==> config.mk <==
export PLATFORM = sky130hd
export DESIGN_NAME = delta_dram_arbiter
export DESIGN_NICKNAME = d
export VERILOG_FILES = /design/src/rtl/delta_arb_pkg.sv /design/src/rtl/delta_rr_picker.sv /design/src/rtl/delta_dram_arbiter.sv
export SDC_FILE = /design/constraint.sdc
export NUM_CORES = 1
export LEC_CHECK = 0
export BUFFER_PORTS_ARGS = -buffer_cell sky130_fd_sc_hd__buf_2
export CORE_AREA = 2 2 175 177
export CTS_CLUSTER_DIAMETER = 50
export DETAILED_ROUTE_END_ITERATION = 16
export DIE_AREA = 0 0 177 179
export SYNTH_ARGS = -nofsm -noshare
export SYNTH_HDL_FRONTEND = slang
export SYNTH_SLANG_ARGS = --single-unit
export TNS_END_PERCENT = 50
==> constraint.sdc <==
create_clock -name clock -period 3.8 [get_ports clock]
set_clock_uncertainty 0.1 [all_clocks]
set_input_delay 0.95 -clock clock [delete_from_list [all_inputs] [get_ports clock]]
set_output_delay 0.95 -clock clock [all_outputs]
set_load 0.02 [all_outputs]
==> src/rtl/delta_arb_pkg.sv <==
`timescale 1ns/1ps
`default_nettype none
// ============================================================================
//  Module      : delta_arb_pkg
//  Description : Shared types and constants for the Delta DRAM port arbiter.
//  Revision    : 1.0 - initial release
// ============================================================================
package delta_arb_pkg;

    // Default sizing of the arbiter
    localparam int NUM_REQ_DEFAULT = 4;
    localparam int LEN_W_DEFAULT   = 8;

    // Requester slot assignment on the shared DRAM port
    localparam int REQ_INPUT  = 0;
    localparam int REQ_OUTPUT = 1;
    localparam int REQ_BIAS   = 2;
    localparam int REQ_WEIGHT = 3;

    // Burst sequencer states
    typedef enum logic [1:0] {
        ST_IDLE  = 2'd0,
        ST_ISSUE = 2'd1,
        ST_GAP   = 2'd2,
        ST_DONE  = 2'd3
    } arb_state_e;

endpackage
`default_nettype wire

==> src/rtl/delta_rr_picker.sv <==
`timescale 1ns/1ps
`default_nettype none
// ============================================================================
//  Module      : delta_rr_picker
//  Description : Combinational round-robin picker. Selects the first asserted
//                request at or after the pointer, wrapping around.
//  Revision    : 1.0 - initial release
// ============================================================================
module delta_rr_picker
    import delta_arb_pkg::*;
#(
    parameter int NUM_REQ = NUM_REQ_DEFAULT,
    parameter int IDX_W   = (NUM_REQ > 1) ? $clog2(NUM_REQ) : 1
) (
    input  logic [NUM_REQ-1:0] i_req,
    input  logic [IDX_W-1:0]   i_rr_ptr,
    output logic [NUM_REQ-1:0] o_pick,
    output logic [IDX_W-1:0]   o_pick_idx,
    output logic               o_valid
);

    int w_cand;

    // Scan from the pointer position; the first hit wins
    always_comb begin
        o_pick     = '0;
        o_pick_idx = '0;
        o_valid    = 1'b0;
        w_cand     = 0;
        for (int k = 0; k < NUM_REQ; k++) begin
            w_cand = int'(i_rr_ptr) + k;
            if (w_cand >= NUM_REQ) begin
                w_cand = w_cand - NUM_REQ;
            end
            if (!o_valid && i_req[w_cand]) begin
                o_valid        = 1'b1;
                o_pick[w_cand] = 1'b1;
                o_pick_idx     = IDX_W'(w_cand);
            end
        end
    end

endmodule
`default_nettype wire

==> src/rtl/delta_dram_arbiter.sv <==
`timescale 1ns/1ps
`default_nettype none
// ============================================================================
//  Module      : delta_dram_arbiter
//  Description : Round-robin burst arbiter sharing the accelerator DRAM port
//                between the input/output/bias/weight movers. Generates beat
//                addresses, drives the DRAM handshake and routes strobes and
//                read data back to the granted requester.
//  Revision    : 1.0 - initial release
// ============================================================================
module delta_dram_arbiter
    import delta_arb_pkg::*;
#(
    parameter int NUM_REQ = NUM_REQ_DEFAULT,
    parameter int LEN_W   = LEN_W_DEFAULT
) (
    input  logic                          clock,
    input  logic                          reset,
    input  logic [NUM_REQ-1:0]            req,
    input  logic [NUM_REQ-1:0]            req_write,
    input  logic [NUM_REQ-1:0][31:0]      req_addr,
    input  logic [NUM_REQ-1:0][LEN_W-1:0] req_len,
    input  logic [NUM_REQ-1:0][31:0]      req_wdata,
    output logic [NUM_REQ-1:0]            gnt,
    output logic [NUM_REQ-1:0]            beat_valid,
    output logic [31:0]                   rdata,
    output logic [NUM_REQ-1:0]            burst_done,
    output logic                          busy,
    output logic                          DRAM_Read,
    output logic                          DRAM_Write,
    output logic [31:0]                   DRAM_Address,
    output logic [31:0]                   DRAM_WriteData,
    input  logic [31:0]                   DRAM_ReadData,
    input  logic                          DRAM_DataReady,
    input  logic                          DRAM_WriteDone
);

    localparam int IDX_W = (NUM_REQ > 1) ? $clog2(NUM_REQ) : 1;

    arb_state_e          r_state;
    logic [IDX_W-1:0]    r_rr_ptr;
    logic [IDX_W-1:0]    r_idx;
    logic [NUM_REQ-1:0]  r_onehot;
    logic [31:0]         r_base;
    logic [LEN_W-1:0]    r_len;
    logic [LEN_W-1:0]    r_beat;
    logic                r_write;

    logic [NUM_REQ-1:0]  w_pick;
    logic [IDX_W-1:0]    w_pick_idx;
    logic                w_pick_valid;
    logic                w_issue;
    logic                w_ack;
    logic                w_last;

    delta_rr_picker #(
        .NUM_REQ (NUM_REQ),
        .IDX_W   (IDX_W)
    ) u_picker (
        .i_req      (req),
        .i_rr_ptr   (r_rr_ptr),
        .o_pick     (w_pick),
        .o_pick_idx (w_pick_idx),
        .o_valid    (w_pick_valid)
    );

    // Only the acknowledge matching the burst direction counts, and only in ISSUE
    assign w_issue = (r_state == ST_ISSUE);
    assign w_ack   = w_issue && (r_write ? DRAM_WriteDone : DRAM_DataReady);
    assign w_last  = (r_beat == (r_len - LEN_W'(1)));

    // Burst sequencer: grant latch, beat counter and round-robin pointer
    always_ff @(posedge clock or negedge reset) begin
        if (!reset) begin
            r_state  <= ST_IDLE;
            r_rr_ptr <= '0;
            r_idx    <= '0;
            r_onehot <= '0;
            r_base   <= '0;
            r_len    <= '0;
            r_beat   <= '0;
            r_write  <= 1'b0;
        end else begin
            case (r_state)
                ST_IDLE: begin
                    if (w_pick_valid) begin
                        r_idx    <= w_pick_idx;
                        r_onehot <= w_pick;
                        r_base   <= req_addr[w_pick_idx];
                        // A zero length still moves one word
                        r_len    <= (req_len[w_pick_idx] == '0) ? LEN_W'(1) : req_len[w_pick_idx];
                        r_write  <= req_write[w_pick_idx];
                        r_beat   <= '0;
                        r_state  <= ST_ISSUE;
                    end
                end
                ST_ISSUE: begin
                    if (w_ack) begin
                        if (w_last) begin
                            r_state <= ST_DONE;
                        end else begin
                            r_beat  <= r_beat + LEN_W'(1);
                            r_state <= ST_GAP;
                        end
                    end
                end
                ST_GAP: begin
                    r_state <= ST_ISSUE;
                end
                default: begin
                    r_rr_ptr <= (r_idx == IDX_W'(NUM_REQ - 1)) ? '0 : r_idx + IDX_W'(1);
                    r_state  <= ST_IDLE;
                end
            endcase
        end
    end

    // Requester-side and DRAM-side outputs decoded from the registered state
    always_comb begin
        gnt            = (w_issue || (r_state == ST_GAP)) ? r_onehot : '0;
        beat_valid     = w_ack ? r_onehot : '0;
        burst_done     = (r_state == ST_DONE) ? r_onehot : '0;
        busy           = (r_state != ST_IDLE);
        DRAM_Read      = w_issue && !r_write;
        DRAM_Write     = w_issue && r_write;
        DRAM_Address   = w_issue ? (r_base + 32'({r_beat, 2'b00})) : '0;
        DRAM_WriteData = w_issue ? req_wdata[r_idx] : '0;
        rdata          = (w_ack && !r_write) ? DRAM_ReadData : '0;
    end

endmodule
`default_nettype wire

# After elaboration in Yosys (flattened, before gate mapping)
# Index checks and enable logic that the tools add are counted.
# word_totals
ff_bits	59
inputBits	332
output_inout_bits	111
word_cells	129
# classes
add_sub_neg	11
magnitude_cmp	14
n_eq_ne	8
n_mux	61
bitwise	3
n_reduce_logical	24
# ops
op	n
$mux W32	9
$bmux W32 S2	2
$ge A32 B1 Y1 const B	4
$lt A32 B4 Y1 const B	4
$ge A32 B4 Y1 const B	3
$sub A32 B4 Y32 const B	3
$mux W8	5
$add A32 B10 Y32	1
$mux W4	7
$mux W1	19
$bmux W8 S2	1
$pmux W8 S2	1
$mux W2	7
$or A4 B4 Y4	3
$logic_and A1 B1 Y1	11
$bmux W1 S2	5
$add A8 B1 Y8 const B	1
$demux W1 S2	4
$eq A8 B8 Y1	1
$logic_not A8 Y1	1
$sub A8 B1 Y8 const B	1
$add A2 B2 Y3 const B	2
$eq A2 B2 Y1 const B	3
$lt A2 B3 Y1 const B	2
15 further kinds	21

# Longest topological paths before layout
# logic_depth
ltp_word	19
depth_mapped	12
depth_no_buf	10

# Hierarchy
# A second synthesis with hierarchy kept.
# unflattened
hier_cells	589
area_unflattened_um2	6423.7
# by_module_without_submodules
module	instances	cells_per_inst	area_per_inst_um2	seq_area_each_um2
delta_dram_arbiter	1	541	5963.2	1476.4
delta_rr_picker	1	48	460.4	0.0

# Worst setup path before layout
# OpenSTA, ideal clock, no wires.
# synth_timing
path_type	flip-flop to output port
startpoint	register r_beat[0]
endpoint	output DRAM_Address[24]
arrival_ns	2.395
t_required_ns	2.750
path_slack_ns	0.355
stages_incl_launch_ff	12
path_buffers	1
path_cell_list	dfrtp_1 ha_1 inv_1 fa_1 nor2b_1 o21a_1 o21ai_0 a21oi_1 clkbuf_1 o2111ai_1 xor2_1 nor2_1
# synth_via
elab_chain_cells	2
# synth_rtl
item	line_no	source
from (decl)	delta_dram_arbiter.sv:46	logic [LEN_W-1:0] r_beat;
from (signal assigned)	delta_dram_arbiter.sv:102	r_beat <= r_beat + LEN_W'(1);
$add A32 B10 Y32	delta_dram_arbiter.sv:126	DRAM_Address = w_issue ? (r_base + 32'({r_beat, 2'b00})) : '0;
$mux W32	delta_dram_arbiter.sv:126	
to (decl)	delta_dram_arbiter.sv:31	output logic [31:0] DRAM_Address,
# Every way passes these cells.

# Worst setup path after layout
# layout_timing
startpoint	register r_base[2]
endpoint	output DRAM_Address[22]
# layout_via
elab_chain_cells	2
# layout_rtl
item	line_no	source
from (decl)	delta_dram_arbiter.sv:44	logic [31:0] r_base;
from (signal assigned)	delta_dram_arbiter.sv:89	r_base <= req_addr[w_pick_idx];
$add A32 B10 Y32	delta_dram_arbiter.sv:126	
$mux W32	delta_dram_arbiter.sv:126	
# Every way passes these cells.

==> impl_metrics.json <==
{
  "worstHoldPathCells": 2,
  "p_int_w": 0.00336,
  "multi_input_area_sq_um": 4810,
  "maxCapViolCount": 0,
  "dpl.hpwl_mm": 25.5,
  "ir_worst_vdd_uv": 304,
  "synth_edf_count": 0,
  "initial_core_util_pct": 21.9,
  "die_area_sq_um": 31700,
  "drv_slew": 0,
  "vias": 8089,
  "drc_errors": 0,
  "wl_per_cell_um": 17.4,
  "synth_top_flop_cell": "dfrtp_1",
  "first_pass_iters": 5,
  "place_ws_ns": -0.0846,
  "ys_ff_latch": 59,
  "port_buffers": 442,
  "num-fill-cells": 3301,
  "yosys_warnings": 0,
  "worst_hold_slack_ns": 0.373,
  "cts_buffers": 9,
  "crit_type": "reg2out",
  "ios": 443,
  "status": "complete, no violations",
  "setup_violations": 0,
  "hold_class": "reg2reg",
  "worstRegToRegCells": 8,
  "die-width_um": 177,
  "slew_headroom_pct": 40.9,
  "min_period_over_period_pct": 97.0,
  "fp.dieH_um": 179,
  "finalPower_w": 0.00702,
  "switching_share_pct": 52.1,
  "clk_pin_slew_ns": 0.06,
  "layout_min_cycle_time_ns": 3.69,
  "cp_max_fo": 5,
  "grt_pass1_wl_mm": 43.4,
  "net-switching-power_w": 0.00366,
  "overflow": 0,
  "clk_latency_ns": 0.34,
  "yosysSeqAreaShare_pct": 22.5,
  "pwr-share-comb_pct": 70.0,
  "synth.avg_cell_area_sq_um": 7.24,
  "routed_wl_mm": 30.4,
  "max_freq_mhz": 271,
  "drtIter0Drc": 379,
  "ff_latch_area_sq_um": 1480,
  "fin_ws_ns": 0.113,
  "netlist_area_sq_um": 6570,
  "seq_power_share_pct": 18.0,
  "viasPerCell": 4.64,
  "utilization_pct": 32.5,
  "power.share.clock_pct": 12.1,
  "rows": 64,
  "worstPathArrival_ns": 2.64,
  "p_leak_nw": 5.07,
  "grtUsageTotal_pct": 18.1,
  "grt_max_degree": 52,
  "clkSinkCount": 59,
  "cts_hold_buf": 0,
  "stdcell_count": 1744,
  "tightest_slew_ns": 0.887,
  "dpl.cell_count": 1709,
  "coreArea_sq_um": 30000,
  "final_antenna_net_count": 0,
  "cts_max_path_buffers": 2,
  "start_kind": "flip-flop",
  "p_per_area_nw_per_um2": 720,
  "root_buffer": "clkbuf_16",
  "antenna_found_initial": 15,
  "endpoint_kind": "primary output",
  "gp_congestion": 0.878,
  "cts_tree": "built",
  "final_nets": 1688,
  "synth_cell_types": 56,
  "first_global_vias": 7609,
  "h-tree-depth": 3,
  "layout-drive-gt1-share_pct": 41.6,
  "netlist_instances": 908,
  "rsz0062_at_grt": "true",
  "cp.required_ns": 2.75,
  "syn_to_final_growth_pct": 48.5,
  "syn_nets": 1264,
  "async_reset_ff_share_pct": 100,
  "timing_hold_violations_final": 0
}
final cells by class:
type / count / share of cell area [%]
Tap cell: 396 / 5.08
Inverter: 17 / 0.654
Clock buffer: 9 / 2.31
Antenna cell: 11 / 0.282
Multi-Input combinational cell: 761 / 49.3
Timing Repair Buffer: 484 / 26.4
Clock inverter: 7 / 0.782
Sequential cell: 59 / 15.2
stage by stage:
step	cell area [sq um]	setup TNS, ns
6_report	9760	0
5_1_grt	9760	-0.185
4_1_cts	9680	0
3_5_place_dp	9310	-0.0947
3_3_place_gp	9310	-0.0717
2_1_floorplan	6570	0
routing by layer:
metal	track usage, %	vias up	wire length (um)
met3	4.01	41	2320
li1	-	4006	-
met2	33.0	324	15400
met4	7.82	0	957
met5	0	-	0
met1	20.3	3718	11700
timing repair:
| action | in CTS | in global routing |
|---|---|---|
| gates resized for setup | 13 | 6 |
| endpoints found under the setup margin | 22 | 22 |
| gates cloned | 1 | 0 |
| setup buffers | 4 | 3 |
| pin swaps | 2 | 7 |
sequential cells by signal, indices dropped and copies added, names as in the netlist:
name,cells
r_state,2
r_len,8
r_write,1
r_idx,2
r_rr_ptr,2
r_beat,8
r_base,32
r_onehot,4
critical path, cell delays in order, from the launching register on:
cell	delay (ns)
dfrtp_1	0.35
ha_1	0.17
inv_1	0.05
fa_2	0.34
nor2b_2	0.15
o21a_1	0.17
o21ai_2	0.08
a21oi_2	0.22
buf_4	0.20
o211ai_1	0.10
xor2_1	0.18
nor2_1	0.11
buf_2	0.17
cells in the final DEF (no fill, tap or decap), types with 3 or more instances in the layout:
cell and n:
mux2i_1 7, nor2b_1 3, and2_1 50, a31oi_1 4
nand3b_1 3, a22oi_1 4, o2111ai_1 3, buf_4 40
diode_2 11, nor3_1 4, and3_1 37, buf_12 3
and4_1 3, mux4_2 33, o21a_1 3, xor2_1 24
nand2_1 257, nand2b_1 4, a211oi_1 3, o21ai_0 92
a221oi_1 5, mux2_2 3, xnor2_1 9, buf_2 439
a21o_1 8, ha_1 23, nand3_1 52, nand4_1 5
o31ai_1 6, dfrtp_1 57, o21ai_1 10, nor2_1 56
a21oi_1 4, o211ai_1 8, inv_1 17, clkbuf_16 9
nor4_1 4
cells by family (layout without fill, tap and decap cells):
| logic type | after synthesis | count (layout) | synth area share, % |
|---|---|---|---|
| buffers and inverters | 88 | 517 | 5.43 |
| XOR/XNOR | 33 | 33 | 4.40 |
| adder cells (fa/ha/maj) | 24 | 24 | 4.68 |
| multiplexers | 43 | 43 | 12.9 |
| flip-flops | 59 | 59 | 22.5 |
| AND/OR/NAND/NOR | 496 | 496 | 34.7 |
| AO/OA/AOI/OAI | 165 | 165 | 15.4 |
| other | 0 | 11 | 0 |
cell usage after synthesis (all sizes together), types with 5 or more instances:
cell	number	area (sq um)
nand2	260	986
nand4	5	31.3
a221oi	5	43.8
a21oi	6	33.8
nor2	58	218
buf	29	135
inv	17	63.8
mux2i	7	70.1
nand3	52	260
mux4	33	743
nor4	5	31.3
xor2	24	210
clkbuf	42	158
xnor2	9	78.8
o21ai	103	516
o211ai	8	60.1
ha	23	288
o31ai	7	52.6
dfrtp	59	1480
a21o	8	60.1
and2	50	313
and3	37	231
worst paths after layout:
check | from | endpoint | slack, ns
min in group asynchronous | reset | r_base[11] | 0.61
worst max-delay path | r_base[2] | DRAM_Address[22] | 0.11
worst min-delay path | r_base[0] | r_base[0] | 0.37
worst max register to register | r_rr_ptr[1] | r_len[0] | 0.44
max in group asynchronous | reset | r_base[30] | 2.18
worst min register to register | r_base[0] | r_base[0] | 0.37
power by group through the flow:
| stage | logic [W] | registers (W) | clock network, W |
|---|---|---|---|
| 2_1_floorplan | 0.00338 | 0.00114 | 0 |
| 3_3_place_gp | 0.00488 | 0.00127 | 0 |
| 3_5_place_dp | 0.00492 | 0.00129 | 0 |
| 4_1_cts | 0.00497 | 0.00127 | 0.000866 |
| 5_1_grt | 0.00550 | 0.00131 | 0.000897 |
| 6_report | 0.00491 | 0.00126 | 0.000848 |
No activity file was read; power rests on OpenSTA's default activity.
